===== src/rtl/mode_sel_ctrl_if.sv =====
// mode_sel_ctrl_if - signal bundle between the colour-mode controller and
// its surroundings (buttons, VGA sync, colour datapath).
//
// Signals:
//   BTN_UP    raw up pushbutton, asynchronous, active-high, bouncy
//   BTN_DN    raw down pushbutton, asynchronous, active-high, bouncy
//   VS_N      VGA vertical sync, active-low, synchronous to the controller clock
//   MODE      committed colour mode, 0..N_MODES-1
//   MODE_CHG  one-cycle pulse in the cycle MODE takes a new value
//   BUSY      high while steps are still queued
//
// Modports:
//   master  the environment: drives buttons and sync, observes mode/status
//   slave   the controller itself
interface mode_sel_ctrl_if;
  logic       BTN_UP;
  logic       BTN_DN;
  logic       VS_N;
  logic [2:0] MODE;
  logic       MODE_CHG;
  logic       BUSY;

  modport master (
    output BTN_UP, BTN_DN, VS_N,
    input  MODE, MODE_CHG, BUSY
  );

  modport slave (
    input  BTN_UP, BTN_DN, VS_N,
    output MODE, MODE_CHG, BUSY
  );
endinterface


===== src/rtl/mode_sel_ctrl.sv =====
// mode_sel_ctrl - colour-mode counter for the VGA colour datapath.
//
// Each raw pushbutton is synchronised (2 FF) and debounced; a debounced
// 0->1 transition becomes a one-cycle step request. Requests accumulate in a
// small signed queue (PEND, saturating at +/-MAX_PEND) and at most one step is
// committed per video frame, on the falling edge of VS_N, so the colour
// pattern never changes mid-frame.
//
// Ports:
//   C      system clock, rising edge
//   RST_N  synchronous reset, active-low
//   bus    slave side of mode_sel_ctrl_if (BTN_UP, BTN_DN, VS_N in;
//          MODE, MODE_CHG, BUSY out, all registered)
//
// Parameters:
//   N_MODES    number of colour modes, 2..8; MODE wraps both ways
//   DB_CYCLES  stable cycles needed to accept a button level change, 2..65535
//   MAX_PEND   saturation magnitude of the pending-step queue, 1..7
module mode_sel_ctrl #(
  parameter int N_MODES   = 6,
  parameter int DB_CYCLES = 16,
  parameter int MAX_PEND  = 3
) (
  input logic            C,
  input logic            RST_N,
  mode_sel_ctrl_if.slave bus
);

  localparam int                 CNT_W     = $clog2(DB_CYCLES);
  localparam logic [CNT_W-1:0]   CNT_LAST  = CNT_W'(DB_CYCLES - 1);
  localparam logic [2:0]         MODE_LAST = 3'(N_MODES - 1);
  localparam logic signed [4:0]  PEND_HI   = 5'(MAX_PEND);
  localparam logic signed [4:0]  PEND_LO   = -PEND_HI;

  // Index 0 is the up button, index 1 the down button.
  logic [1:0]       raw;
  logic [1:0]       sync_a;
  logic [1:0]       sync_b;
  logic [1:0]       stable;
  logic [1:0]       press;
  logic [CNT_W-1:0] db_cnt [2];

  assign raw = {bus.BTN_DN, bus.BTN_UP};

  // ---------------------------------------------------------------------------
  // Synchroniser + debounce. A level change is accepted only after the synced
  // level has differed from the stable level for DB_CYCLES consecutive
  // cycles; any return to the stable level restarts the count.
  // ---------------------------------------------------------------------------
  // NOTE: sequential state is written with non-blocking assignments only, so
  // every register samples the pre-edge values of the others (the two
  // synchroniser stages rely on this to stay two distinct flops).
  always_ff @(posedge C) begin
    if (!RST_N) begin
      sync_a <= '0;
      sync_b <= '0;
      stable <= '0;
      press  <= '0;
      // NOTE: the debounce counters are a tiny register array, not a RAM, so
      // clearing them in reset is cheap and discards any half-counted press.
      for (int i = 0; i < 2; i++) db_cnt[i] <= '0;
    end else begin
      sync_a <= raw;
      sync_b <= sync_a;
      for (int i = 0; i < 2; i++) begin
        press[i] <= 1'b0;
        if (sync_b[i] == stable[i]) begin
          db_cnt[i] <= '0;
        end else if (db_cnt[i] == CNT_LAST) begin
          stable[i] <= sync_b[i];
          db_cnt[i] <= '0;
          // Press event only on the accepted 0->1 transition; release is silent.
          press[i]  <= sync_b[i];
        end else begin
          db_cnt[i] <= db_cnt[i] + CNT_W'(1);
        end
      end
    end
  end

  // ---------------------------------------------------------------------------
  // Frame detection, step commit and request queue.
  // ---------------------------------------------------------------------------
  logic                vs_prev;
  logic                fs;
  logic                up_ev;
  logic                dn_ev;
  logic                commit;
  logic [2:0]          mode_q;
  logic [2:0]          mode_next;
  logic signed [3:0]   pend;
  logic signed [4:0]   pend_step;
  logic signed [4:0]   pend_req;
  logic signed [4:0]   pend_next;
  logic                chg_q;
  logic                busy_q;

  // NOTE: every variable written here gets a default first, so no path
  // through the block can leave one unassigned and infer a latch.
  always_comb begin
    fs        = vs_prev & ~bus.VS_N;
    up_ev     = press[0];
    dn_ev     = press[1];
    commit    = 1'b0;
    mode_next = mode_q;
    pend_step = {pend[3], pend};

    // Commit first: a request arriving in the fs cycle is queued, not applied.
    if (fs && !pend[3] && (pend != '0)) begin
      commit    = 1'b1;
      mode_next = (mode_q == MODE_LAST) ? 3'd0 : mode_q + 3'd1;
      pend_step = pend_step - 5'sd1;
    end else if (fs && pend[3]) begin
      commit    = 1'b1;
      mode_next = (mode_q == 3'd0) ? MODE_LAST : mode_q - 3'd1;
      pend_step = pend_step + 5'sd1;
    end

    // Simultaneous up and down presses cancel.
    pend_req = pend_step;
    if (up_ev && !dn_ev) begin
      pend_req = pend_step + 5'sd1;
    end else if (dn_ev && !up_ev) begin
      pend_req = pend_step - 5'sd1;
    end

    // Excess presses are dropped by clamping the queue.
    pend_next = pend_req;
    if (pend_req > PEND_HI) begin
      pend_next = PEND_HI;
    end else if (pend_req < PEND_LO) begin
      pend_next = PEND_LO;
    end
  end

  always_ff @(posedge C) begin
    if (!RST_N) begin
      // Idle sync level, so VS_N already low out of reset is not a frame start.
      vs_prev <= 1'b1;
      mode_q  <= '0;
      pend    <= '0;
      chg_q   <= 1'b0;
      busy_q  <= 1'b0;
    end else begin
      vs_prev <= bus.VS_N;
      mode_q  <= mode_next;
      pend    <= pend_next[3:0];
      chg_q   <= commit;
      // Registered from the next queue value so BUSY tracks PEND cycle-for-cycle.
      busy_q  <= (pend_next != '0);
    end
  end

  assign bus.MODE     = mode_q;
  assign bus.MODE_CHG = chg_q;
  assign bus.BUSY     = busy_q;

endmodule


===== src/flat_wrapper.sv =====
// flat-port wrapper written by rule: the top's interface ports become plain ports
module mode_sel_ctrl_flat 
#(
  parameter int N_MODES   = 6,
  parameter int DB_CYCLES = 16,
  parameter int MAX_PEND  = 3
)
  (C, RST_N, bus_BTN_UP, bus_BTN_DN, bus_VS_N, bus_MODE, bus_MODE_CHG, bus_BUSY);
  mode_sel_ctrl_if bus_i ();
  input logic C;
  input logic RST_N;
  input wire logic [$bits(bus_i.BTN_UP)-1:0] bus_BTN_UP;
  input wire logic [$bits(bus_i.BTN_DN)-1:0] bus_BTN_DN;
  input wire logic [$bits(bus_i.VS_N)-1:0] bus_VS_N;
  output wire logic [$bits(bus_i.MODE)-1:0] bus_MODE;
  output wire logic [$bits(bus_i.MODE_CHG)-1:0] bus_MODE_CHG;
  output wire logic [$bits(bus_i.BUSY)-1:0] bus_BUSY;
  assign bus_i.BTN_UP = bus_BTN_UP;
  assign bus_i.BTN_DN = bus_BTN_DN;
  assign bus_i.VS_N = bus_VS_N;
  assign bus_MODE = bus_i.MODE;
  assign bus_MODE_CHG = bus_i.MODE_CHG;
  assign bus_BUSY = bus_i.BUSY;
  mode_sel_ctrl #(.N_MODES(N_MODES), .DB_CYCLES(DB_CYCLES), .MAX_PEND(MAX_PEND)) u_core (.C(C), .RST_N(RST_N), .bus(bus_i));
endmodule

===== config.mk =====
export PLATFORM = sky130hd
export DESIGN_NAME = mode_sel_ctrl_flat
export DESIGN_NICKNAME = d
export VERILOG_FILES = /design/src/rtl/mode_sel_ctrl_if.sv /design/src/rtl/mode_sel_ctrl.sv /design/src/flat_wrapper.sv
export SDC_FILE = /design/constraint.sdc
export NUM_CORES = 1
export LEC_CHECK = 0
export BUFFER_PORTS_ARGS = -buffer_cell sky130_fd_sc_hd__buf_2
export CAP_MARGIN = 20
export CELL_PAD_IN_SITES_DETAIL_PLACEMENT = 2
export CELL_PAD_IN_SITES_GLOBAL_PLACEMENT = 2
export CORE_MARGIN = 4
export CORE_UTILIZATION = 25
export CTS_CLUSTER_SIZE = 14
export DETAILED_ROUTE_END_ITERATION = 10
export PLACE_DENSITY = 0.6
export SLEW_MARGIN = 10
export SYNTH_ARGS = -nofsm -noshare
export SYNTH_HDL_FRONTEND = slang
export SYNTH_SLANG_ARGS = --single-unit

===== constraint.sdc =====
create_clock -name C -period 3.8 [get_ports C]
set_input_delay 0.19 -clock C [delete_from_list [all_inputs] [get_ports C]]
set_output_delay 0.19 -clock C [all_outputs]
set_load 0.005 [all_outputs]

Yosys cells after proc, flatten, opt, wreduce, memory -nomap -nowiden
Memories as Yosys holds them, arrays and structs flattened. Index checks and enable logic that the tools add are counted.

Add/sub/neg operators: 8. $mul: 0. Div/mod/pow operators: 0. $lt $le $gt $ge: 2. Equal/unequal tests: 5. Shifts and indexed selects: 0. Multiplexer cells: 41. Bitwise logic cells: 13. Reduce and logical (&&, ||, !) cells: 16.

Operator list (count): $mux 5 (6); $mux 1 (25); $mux 4 (6); $mux 3 (4); $add 4x1->4 const B (2); $eq 4x4->1 const B (2); $not 1->1 (6); $or 1x1->1 (6); $reduce_or 3->1 (2); $add 4x2->5 const B (1); $add 5x2->5 const B (1); $gt 5x3->1 const B (1); $logic_and 1x1->1 (5); $lt 5x3->1 const B (1); $reduce_bool 5->1 (1); $sub 4x2->5 const B (1); $sub 5x2->5 const B (1); $reduce_and 2->1 (2); $reduce_bool 4->1 (1); $add 3x1->3 const B (1); $eq 3x3->1 const B (1); $logic_not 1->1 (3); $logic_not 3->1 (1); $sub 3x1->3 const B (1); 3 further kinds (4).

Flip-flop bits (word level): 18. Bits in latches: 0. Memory bits (writable): 8. Bits in read-only memories: 0. Bits of input ports: 5. Output and inout port bits: 5. Memories kept: 1.

Memory list: u_core.db_cnt (words 2, bits a word 4, read ports 2, clocked after Yosys merged registers in 0, write ports 2, line mode_sel_ctrl.sv:41) `logic [CNT_W-1:0] db_cnt [2];`.

Logic depth before layout (Yosys ltp)
Gate-level depths: netlist (run 1).

Depth in word-level cells: 12. Mapped depth: 13.

Worst setup path after synthesis (run 1)
OpenSTA, ideal clock, no wires.

Path kind: reg-to-reg. Start point: reg u_core.pend[0]. End point: reg u_core.pend[0]. Library setup time: 0.115 ns. Data arrival time: 2.747 ns. Required time: 3.685 ns. Path slack: 0.937 ns. Cell stages (with the launch flop): 11. Path buffers: 0. Clock period less this slack: 2.863 ns. Cells stage by stage: dfxtp_1 inv_1 ha_1 or3b_4 a2111oi_4 inv_2 a2111o_1 mux2i_2 xnor2_1 or4b_1 and3_1.

Word-level cells in the longest chain between the ends: 9. Elaborated cells on any way between the ends: 14. Classes of those cells: add/sub (4); order compare (2); mux (6); reduce/logical (2).

RTL lines: from (decl) (line mode_sel_ctrl.sv:91) `logic signed [3:0] pend;`; from (signal assigned) (line mode_sel_ctrl.sv:147) `pend <= pend_next[3:0];`; $add 4x2->5 or $reduce_bool 4->1 (tied branches) (line mode_sel_ctrl.sv:116, mode_sel_ctrl.sv:109); $mux 5 or $logic_and 1x1->1 (tied branches) (line mode_sel_ctrl.sv:113, mode_sel_ctrl.sv:109); $mux 5 (*) (line mode_sel_ctrl.sv:109) `if (fs && !pend[3] && (pend != '0)) begin`; $sub 5x2->5 (line mode_sel_ctrl.sv:124) `pend_req = pend_step - 5'sd1;`; $mux 5 (line mode_sel_ctrl.sv:123) `end else if (dn_ev && !up_ev) begin`; $mux 5 (*) (line mode_sel_ctrl.sv:121) `if (up_ev && !dn_ev) begin`; $lt 5x3->1 (line mode_sel_ctrl.sv:131) `end else if (pend_req < PEND_LO) begin`; $mux 5 (line mode_sel_ctrl.sv:131); $mux 5 (*) (line mode_sel_ctrl.sv:129) `if (pend_req > PEND_HI) begin`.

Mark *: on every way between the ends. The rest lies on a longest branch, timed or not. A chain may end at the register's enable or synchronous reset.

Worst setup path in the final report (run 1)
Ends and elaborated chain as after synthesis.

==> results.sh, run 1 <==
export IMPL_start_kind="register"
export IMPL_fp_coreArea_sq_mm=0.00589
export IMPL_synth_avg_cell_area_sq_um=9.20
export IMPL_synth_cells=164
export IMPL_route_detailed_drc=0
export IMPL_postCtsSetupRepairBufs=0
export IMPL_setup_viol=0
export IMPL_layout_drive_gt1_share_pct=9.44
export IMPL_outcome="finished, final reports clean"
export IMPL_io_pins=10
export IMPL_rsz0062_at_grt="false"
export IMPL_fmaxAchievable_mhz=320
export IMPL_ys_top_cells_by_area="dfxtp_1 24%, edfxtp_1 16%, ha_1 6.6%"
export IMPL_syn_to_final_growth_pct=13.6
export IMPL_yosys_warnings=0
export IMPL_synth_top_cells_by_count="18 x dfxtp_1, 13 x nor2_1, 12 x nand3_1"
export IMPL_globalRouteOverflowTotal=0
export IMPL_power_density_mw_per_mm2=564
export IMPL_hold_class="in2reg"
export IMPL_first_pass_iters=2
export IMPL_cts_resized=0
export IMPL_worstPathRequired_ns=3.97
export IMPL_path_cells="inv_1, ha_1, or2b_1, a41oi_1, and2_1, inv_1, ha_1, nand2_1, nand2_1, xor2_1, and2_1, or4b_1, and3_1"
export IMPL_r2r_cells=13
export IMPL_relSlewSlack_pct=66.2
export IMPL_grt_max_degree=24
export IMPL_drv_slew=0
export IMPL_min_period_over_period_pct=82.3
export IMPL_final_cells=255
export IMPL_synth_area_leader_cell="dfxtp_1"
export IMPL_cts_sinks=26
export IMPL_cts_buffer_depth=2
export IMPL_antenna_found_initial=0
export IMPL_place_inst=251
export IMPL_port_buffers=9
export IMPL_clkTransAtPathRegs_ns=0.09
export IMPL_layout_min_cycle_time_ns=3.13
export IMPL_grt_use_total_pct=10.2
export IMPL_setup_tns_ns=0
export IMPL_ys_seq_area_share_pct=39.8
export IMPL_vias=1210
export IMPL_p_leak_nw=0.726
export IMPL_critical_path_cell_count=13
export IMPL_die_x_microns=85.7
export IMPL_critPathMaxFanout=8
export IMPL_arrival_ns=3.30
export IMPL_fin_hold_ws_ns=0.122
export IMPL_initial_core_util_pct=25.6
export IMPL_cts_made_buffers=3
export IMPL_synth_main_ff_cell="dfxtp_1"
export IMPL_htree_levels=1
export IMPL_final_antenna_net_count=0
export IMPL_synth_most_common_cell="dfxtp_1"
export IMPL_fin_ws_ns=0.671
export IMPL_cp_top_family="simple AND/OR/NAND/NOR gates"
export IMPL_grt_pass1_vias=1259
export IMPL_hold_depth=2
export IMPL_synthArstFlopShare_pct=0
export IMPL_clkLatencyLatePin_ns=0.27
export IMPL_ctsHoldBuffers=0
export IMPL_worstMarginPinSlew_ns=0.500
export IMPL_end_kind="register"
export IMPL_fin_skew_ns=0.00414
export IMPL_detail_route_wl_per_cell_microns=13.6
export IMPL_gp_congestion=0.785
export IMPL_fp_row_count=28
export IMPL_antennaDiodeCount=0
export IMPL_slowest_delay_ns=0.44
export IMPL_yosys_area_top_type_share_pct=23.9
export IMPL_synth_edff_count=8
export IMPL_cts_tree="built"
export IMPL_drt_wl_total_mm=3.46
export IMPL_fp_dieH_microns=85.7
export IMPL_dieArea_sq_mm=0.00734
export IMPL_drv_cap=0
export IMPL_dp_hpwl_mm=2.76
export IMPL_cp_slowest_cell="a41oi_1"
export IMPL_path_buf_inv=2
export IMPL_synth_cell_types=42
export IMPL_max_vdd_ir_drop_v=0.000139
export IMPL_ys_seq_elements=26
export IMPL_syn_area_sq_mm=0.00151
export IMPL_via_per_inst=4.75
export IMPL_grt_pass1_wl_mm=6.11
export IMPL_drt_iter0_drc=10
export IMPL_crit_type="reg2reg"
export IMPL_hold_viol=0
export IMPL_nets=194
export IMPL_cts_root_buffer="clkbuf_8"
export IMPL_pre_cts_ws_ns=0.719
==> state kept, by name (all words and copies together), names as in the netlist <==
| signal | cells |
|---|---|
| u_core.bus.BUSY | 1 |
| u_core.bus.MODE | 3 |
| u_core.sync_a | 2 |
| u_core.press | 2 |
| u_core.bus.MODE_CHG | 1 |
| u_core.db_cnt | 8 |
| u_core.vs_prev | 1 |
| u_core.sync_b | 2 |
| u_core.stable | 2 |
| u_core.pend | 4 |
==> layer usage <==
layer / GRT usage [%] / vias up / share of wire, %
met5: 0 / - / 0
met1: 12.4 / 599 / 45
met3: 1.54 / 4 / 2.0
li1: - / 599 / -
met4: 2.59 / 0 / 0.72
met2: 18.9 / 8 / 53
==> through the flow <==
stage / cell area [sq um] / total power, mW / util (%)
finish: 1710 / 0.967 / 29.1
global route: 1710 / 1.06 / 29.1
detailed placement: 1660 / 0.801 / 28.2
global placement: 1660 / 0.775 / 28.2
CTS: 1710 / 0.992 / 29.1
floorplan: 1540 / 0.683 / -
==> logic make-up (layout without fill, tap and decap cells) <==
family | Yosys count | in the layout | synth area share [%]
adder cells (fa/ha/maj) | 8 | 8 | 6.63
XOR/XNOR | 10 | 10 | 5.80
AND/OR/NAND/NOR | 77 | 77 | 28.7
AO/OA/AOI/OAI | 24 | 24 | 12.4
other | 1 | 8 | 0.249
multiplexers | 4 | 4 | 2.90
buffers and inverters | 14 | 23 | 3.48
flip-flops | 26 | 26 | 39.8
==> path summary, 6_finish.rpt <==
check             slack [ns]                     endpoint                   startpoint
hold / removal          0.12  u_core.sync_a[0]$_SDFF_PN0_                   bus_BTN_UP
setup / recovery        0.67    u_core.pend[0]$_SDFF_PN0_    u_core.pend[0]$_SDFF_PN0_
hold reg to reg         0.45  u_core.sync_b[1]$_SDFF_PN0_  u_core.sync_a[1]$_SDFF_PN0_
setup reg to reg        0.67    u_core.pend[0]$_SDFF_PN0_    u_core.pend[0]$_SDFF_PN0_
==> power by group <==
| group | total, mW | internal (mW) | switching [mW] | leakage (nW) |
|---|---|---|---|---|
| clock | 0.179 | 0.0926 | 0.0864 | 0.0288 |
| sequential | 0.382 | 0.322 | 0.0598 | 0.231 |
| combinational | 0.406 | 0.174 | 0.233 | 0.466 |
==> layout make-up <==
type | instances | area [sq um]
clock buffers | 4 | 55.1
fillers | 680 | 4170
inverters | 10 | 37.5
multi-input cells | 131 | 882
flip-flops and latches | 26 | 601
well taps | 75 | 93.8
repair buffers | 9 | 45.0
==> cells in the final DEF (no fill, tap or decap), types with 2 or more instances in the layout <==
master / count
conb_1: 8
nor2b_1: 11
o211ai_1: 3
nand3_1: 12
buf_2: 9
a21oi_1: 3
a41oi_1: 2
and2_1: 8
mux2i_1: 3
inv_1: 9
nand2b_1: 2
o21ai_0: 5
nor3b_1: 2
o21a_1: 2
and3_1: 5
dfxtp_1: 18
clkbuf_8: 4
nand2_1: 10
edfxtp_1: 8
xor2_1: 8
xnor2_1: 2
a31oi_1: 2
nor3_1: 3
nor2_1: 13
ha_1: 8
nor4bb_1: 3
No activity file was read; power rests on OpenSTA's default activity.
==> run 2, diff against run 1 <==
- clock period: 3.8 -> 3 ns (I/O delays scaled with it)
==> results.sh, run 2 (same netlist as run 1, synthesis figures left out) <==
export IMPL_outcome="finished, final reports clean"
export IMPL_clkTransAtPathRegs_ns=0.10
export IMPL_antennaDiodeCount=0
export IMPL_crit_type="reg2reg"
export IMPL_postLayoutCellArea_sq_mm=0.00182
export IMPL_drv_cap=0
export IMPL_syn_to_final_growth_pct=20.6
export IMPL_htree_levels=1
export IMPL_via_per_inst=4.73
export IMPL_route_detailed_drc=0
export IMPL_final_common_cell="dfxtp_1"
export IMPL_drt_wl_total_mm=3.78
export IMPL_finalPower_mw=1.37
export IMPL_antenna_found_initial=0
export IMPL_worstMarginPinSlew_ns=0.547
export IMPL_die_x_microns=85.7
export IMPL_largest_register_ffs=8
export IMPL_drv_slew=0
export IMPL_p_leak_nw=0.781
export IMPL_drt_iter0_drc=34
export IMPL_globalRouteOverflowTotal=0
export IMPL_worstPathRequired_ns=3.18
export IMPL_relSlewSlack_pct=63.1
export IMPL_fp_dieH_microns=85.7
export IMPL_final_cell_mix="17 x dfxtp_1, 13 x nor2_1, 12 x nand3_1"
export IMPL_critPathMaxFanout=5
export IMPL_layout_drive_gt1_share_pct=17.3
export IMPL_setup_tns_ns=0
export IMPL_max_vdd_ir_drop_v=0.000201
export IMPL_port_buffers=9
export IMPL_fp_row_count=28
export IMPL_dieArea_sq_mm=0.00734
export IMPL_cts_made_buffers=3
export IMPL_power_density_mw_per_mm2=750
export IMPL_cts_root_buffer="clkbuf_8"
export IMPL_first_pass_iters=4
export IMPL_initial_core_util_pct=25.6
export IMPL_ctsHoldBuffers=0
export IMPL_detail_route_wl_per_cell_microns=14.2
export IMPL_grt_use_total_pct=10.9
export IMPL_io_pins=10
export IMPL_regMostFlops="u_core.db_cnt"
export IMPL_grt_pass1_vias=1351
export IMPL_hold_viol=0
export IMPL_fp_coreArea_sq_mm=0.00589
export IMPL_postPlaceCellArea_sq_mm=0.00171
export IMPL_hold_class="in2reg"
export IMPL_cts_tree="built"
export IMPL_arrival_ns=3.04
export IMPL_nets=205
export IMPL_clkLatencyLatePin_ns=0.28
export IMPL_fin_util_pct=30.9
export IMPL_min_period_over_period_pct=95.4
export IMPL_grt_max_degree=24
export IMPL_vias=1259
export IMPL_layout_min_cycle_time_ns=2.86
export IMPL_start_kind="register"
export IMPL_dp_hpwl_mm=2.93
export IMPL_fmaxAchievable_mhz=349
export IMPL_final_antenna_net_count=0
export IMPL_gp_congestion=0.824
export IMPL_end_kind="register"
export IMPL_grt_pass1_wl_mm=6.45
export IMPL_setup_viol=0
export IMPL_fin_hold_ws_ns=0.0667
export IMPL_cts_buffer_depth=2
export IMPL_fin_skew_ns=0.00254
export IMPL_cts_sinks=26
## run 2: path summary, 6_finish.rpt
check / slack [ns] / cells past startpoint / end / start
min: 0.07 / 2 / u_core.sync_a[1]$_SDFF_PN0_ / bus_BTN_DN
max reg2reg: 0.14 / 11 / u_core.pend[0]$_SDFF_PN0_ / u_core.pend[1]$_SDFF_PN0_
max: 0.14 / 11 / u_core.pend[0]$_SDFF_PN0_ / u_core.pend[1]$_SDFF_PN0_
min reg2reg: 0.45 / 1 / u_core.sync_b[1]$_SDFF_PN0_ / u_core.sync_a[1]$_SDFF_PN0_
## run 2: stage by stage
stage	worst slack [ns]	cells
after floorplan	0.137	171
after global placement	0.105	258
after detailed placement	-0.0176	258
after CTS	0.000305	262
after global routing	-0.0290	266
final	0.138	266
## run 2: final cells by class
type,instances,area [sq um]
multi-input combinational,131,902
tap,75,93.8
inverter,10,40.0
clock buffer,4,55.1
sequential,26,602
fill,681,4070
timing repair buffer,20,128
## run 2: where the power goes
part	leakage [nW]	total, mW	switching (mW)	internal, mW
combinational	0.521	0.657	0.351	0.307
clock	0.0288	0.241	0.123	0.118
sequential	0.231	0.468	0.0591	0.409
## run 2: routing by layer
metal / routed length (microns) / track usage [%] / vias to the layer above
met2: 2040 / 20.4 / 11
met4: 30 / 2.16 / 0
li1: - / - / 620
met3: 91 / 2.31 / 4
met1: 1620 / 12.7 / 624
met5: 0 / 0 / -
## run 2: critical path, cell delays in order, from the launching register on
cell and delay, ns:
dfxtp_2 0.35, inv_4 0.07, ha_4 0.15, or3b_4 0.40, a2111oi_4 0.40, inv_2 0.09, ha_1 0.29, mux2i_1 0.13
nand2_1 0.14, and2_1 0.16, or4b_1 0.42, and3_1 0.17
## run 2: what timing repair did
action / 4_1_cts / 5_1_grt
buffers inserted: 0 / 4
pin swaps: 0 / 5
endpoints found under the hold margin: 0 / 0
endpoints found under the setup margin: 1 / 1
gates resized for setup: 1 / 6
==> run 3, diff against run 2 <==
- clock period: 3 -> 3.1 ns (I/O delays scaled with it)
==> results.sh, run 3 (same netlist as run 1, synthesis figures left out) <==
export IMPL_outcome="finished, final reports clean"
export IMPL_route_detailed_drc=0
export IMPL_dp_hpwl_mm=2.99
export IMPL_grt_met3_usage_pct=1.73
export IMPL_final_common_cell="dfxtp_1"
export IMPL_path_cells="inv_2, ha_4, or3b_4, a2111oi_4, inv_2, a2111o_1, mux2i_2, xnor2_1, or4b_1, and3_1"
export IMPL_cts_sinks=26
export IMPL_use_met1_pct=12.8
export IMPL_cts_made_buffers=3
export IMPL_clkLatencyLatePin_ns=0.28
export IMPL_postPlaceCellArea_sq_mm=0.00169
export IMPL_dieArea_sq_mm=0.00734
export IMPL_gp_congestion=0.832
export IMPL_postLayoutCellArea_sq_mm=0.00178
export IMPL_io_pins=10
export IMPL_end_kind="register"
export IMPL_htree_levels=1
export IMPL_initial_core_util_pct=25.6
export IMPL_regMostFlops="u_core.db_cnt"
export IMPL_syn_to_final_growth_pct=18.2
export IMPL_critPathMaxFanout=5
export IMPL_first_pass_iters=3
export IMPL_min_period_over_period_pct=95.0
export IMPL_drv_slew=0
export IMPL_antennaDiodeCount=0
export IMPL_largest_register_ffs=8
export IMPL_final_cell_mix="17 x dfxtp_1, 13 x nor2_1, 12 x nand3_1"
export IMPL_relSlewSlack_pct=65.9
export IMPL_final_cells=261
export IMPL_cp_top_family="simple AND/OR/NAND/NOR gates"
export IMPL_drt_iter0_drc=40
export IMPL_cpMostUsedCell="inv_2"
export IMPL_p_leak_nw=0.756
export IMPL_die_x_microns=85.7
export IMPL_slowest_delay_ns=0.50
export IMPL_pre_cts_ws_ns=-0.0324
export IMPL_cts_tree="built"
export IMPL_drv_cap=0
export IMPL_globalRouteOverflowTotal=0
export IMPL_final_antenna_net_count=0
export IMPL_arrival_ns=3.12
export IMPL_drt_wl_total_mm=3.90
export IMPL_fp_row_count=28
export IMPL_worstMarginPinSlew_ns=0.505
export IMPL_detail_route_wl_per_cell_microns=14.9
export IMPL_layout_min_cycle_time_ns=2.95
export IMPL_grt_pass1_vias=1384
export IMPL_grt_pass1_wl_mm=6.58
export IMPL_clkTransAtPathRegs_ns=0.10
export IMPL_hold_class="in2reg"
export IMPL_path_buf_inv=2
export IMPL_vias=1234
export IMPL_setup_viol=0
export IMPL_n_fill_cell=685
export IMPL_nets=200
export IMPL_grt_max_degree=24
export IMPL_power_density_mw_per_mm2=716
export IMPL_fin_ws_ns=0.154
export IMPL_cts_buffer_depth=2
export IMPL_fp_dieH_microns=85.7
export IMPL_rsz0062_at_grt="false"
export IMPL_cp_slowest_cell="or4b_1"
export IMPL_place_inst=255
export IMPL_start_kind="register"
export IMPL_via_per_inst=4.73
export IMPL_fp_coreArea_sq_mm=0.00589
export IMPL_worstPathRequired_ns=3.27
export IMPL_grt_use_met2_pct=21.5
export IMPL_fin_skew_ns=0.00598
export IMPL_port_buffers=9
export IMPL_reg2reg_slack_ns=0.15
export IMPL_crit_type="reg2reg"
export IMPL_cts_root_buffer="clkbuf_8"
export IMPL_max_vdd_ir_drop_v=0.000221
export IMPL_layout_drive_gt1_share_pct=15.6
export IMPL_fmaxAchievable_mhz=339
export IMPL_grt_use_total_pct=11.2
export IMPL_antenna_found_initial=0
export IMPL_grt_busiest_layer="met2"
export IMPL_hold_viol=0
run 3: final cells by class:
cell class	count	area [sq um]	area share [%]
repair buffers	15	90.1	5.05
flip-flops and latches	26	602	33.7
well taps	75	93.8	5.26
inverters	10	37.5	2.10
clock buffers	4	55.1	3.09
multi-input cells	131	906	50.8
run 3: final timing paths:
check                                                 start                     endpoint  cells after the start
worst max-delay path              u_core.pend[1]$_SDFF_PN0_    u_core.pend[0]$_SDFF_PN0_                     10
worst min-delay path                             bus_BTN_DN  u_core.sync_a[1]$_SDFF_PN0_                      2
worst max register to register    u_core.pend[1]$_SDFF_PN0_    u_core.pend[0]$_SDFF_PN0_                     10
worst min register to register  u_core.sync_a[1]$_SDFF_PN0_  u_core.sync_b[1]$_SDFF_PN0_                      1
run 3: routing by layer:
metal | share of wire, % | vias to the layer above | wire [microns]
met5 | 0 | - | 0
met4 | 0.56 | 0 | 22
met3 | 2.0 | 2 | 79
met2 | 55 | 8 | 2150
met1 | 42 | 614 | 1640
li1 | - | 610 | -
run 3: metrics by stage:
stage / util, % / power, mW / TNS, ns / hold WS [ns]
after global routing: 30.3 / 1.39 / 0 / 0.0777
after floorplan: - / 0.838 / 0 / 0.228
after detailed placement: 28.7 / 1.01 / -0.0324 / 0.366
after CTS: 29.9 / 1.27 / 0 / 0.0696
after global placement: 28.7 / 0.972 / 0 / 0.365
final: 30.3 / 1.28 / 0 / 0.0779
run 3: timing repair:
action                                  4_1_cts  5_1_grt
hold endpoints to repair                      0        0
pin swaps                                     1        2
buffers inserted                              0        2
endpoints found under the setup margin        1        1
hold buffers                                  0        0
gates resized for setup                       4        3
run 3: power by group:
| group | internal [mW] | switching [mW] |
|---|---|---|
| logic | 0.262 | 0.338 |
| clock network | 0.114 | 0.116 |
| registers | 0.395 | 0.0522 |
run 3: worst reg2reg max path, delay by kind of cell, from the launching register on:
family / cells / cell delay, ns
AO/OA/AOI/OAI: 2 / 0.72
XOR/XNOR: 1 / 0.12
buffers and inverters: 2 / 0.18
multiplexers: 1 / 0.22
adder cells (fa/ha/maj): 1 / 0.16
flip-flops: 1 / 0.36
AND/OR/NAND/NOR: 3 / 1.09
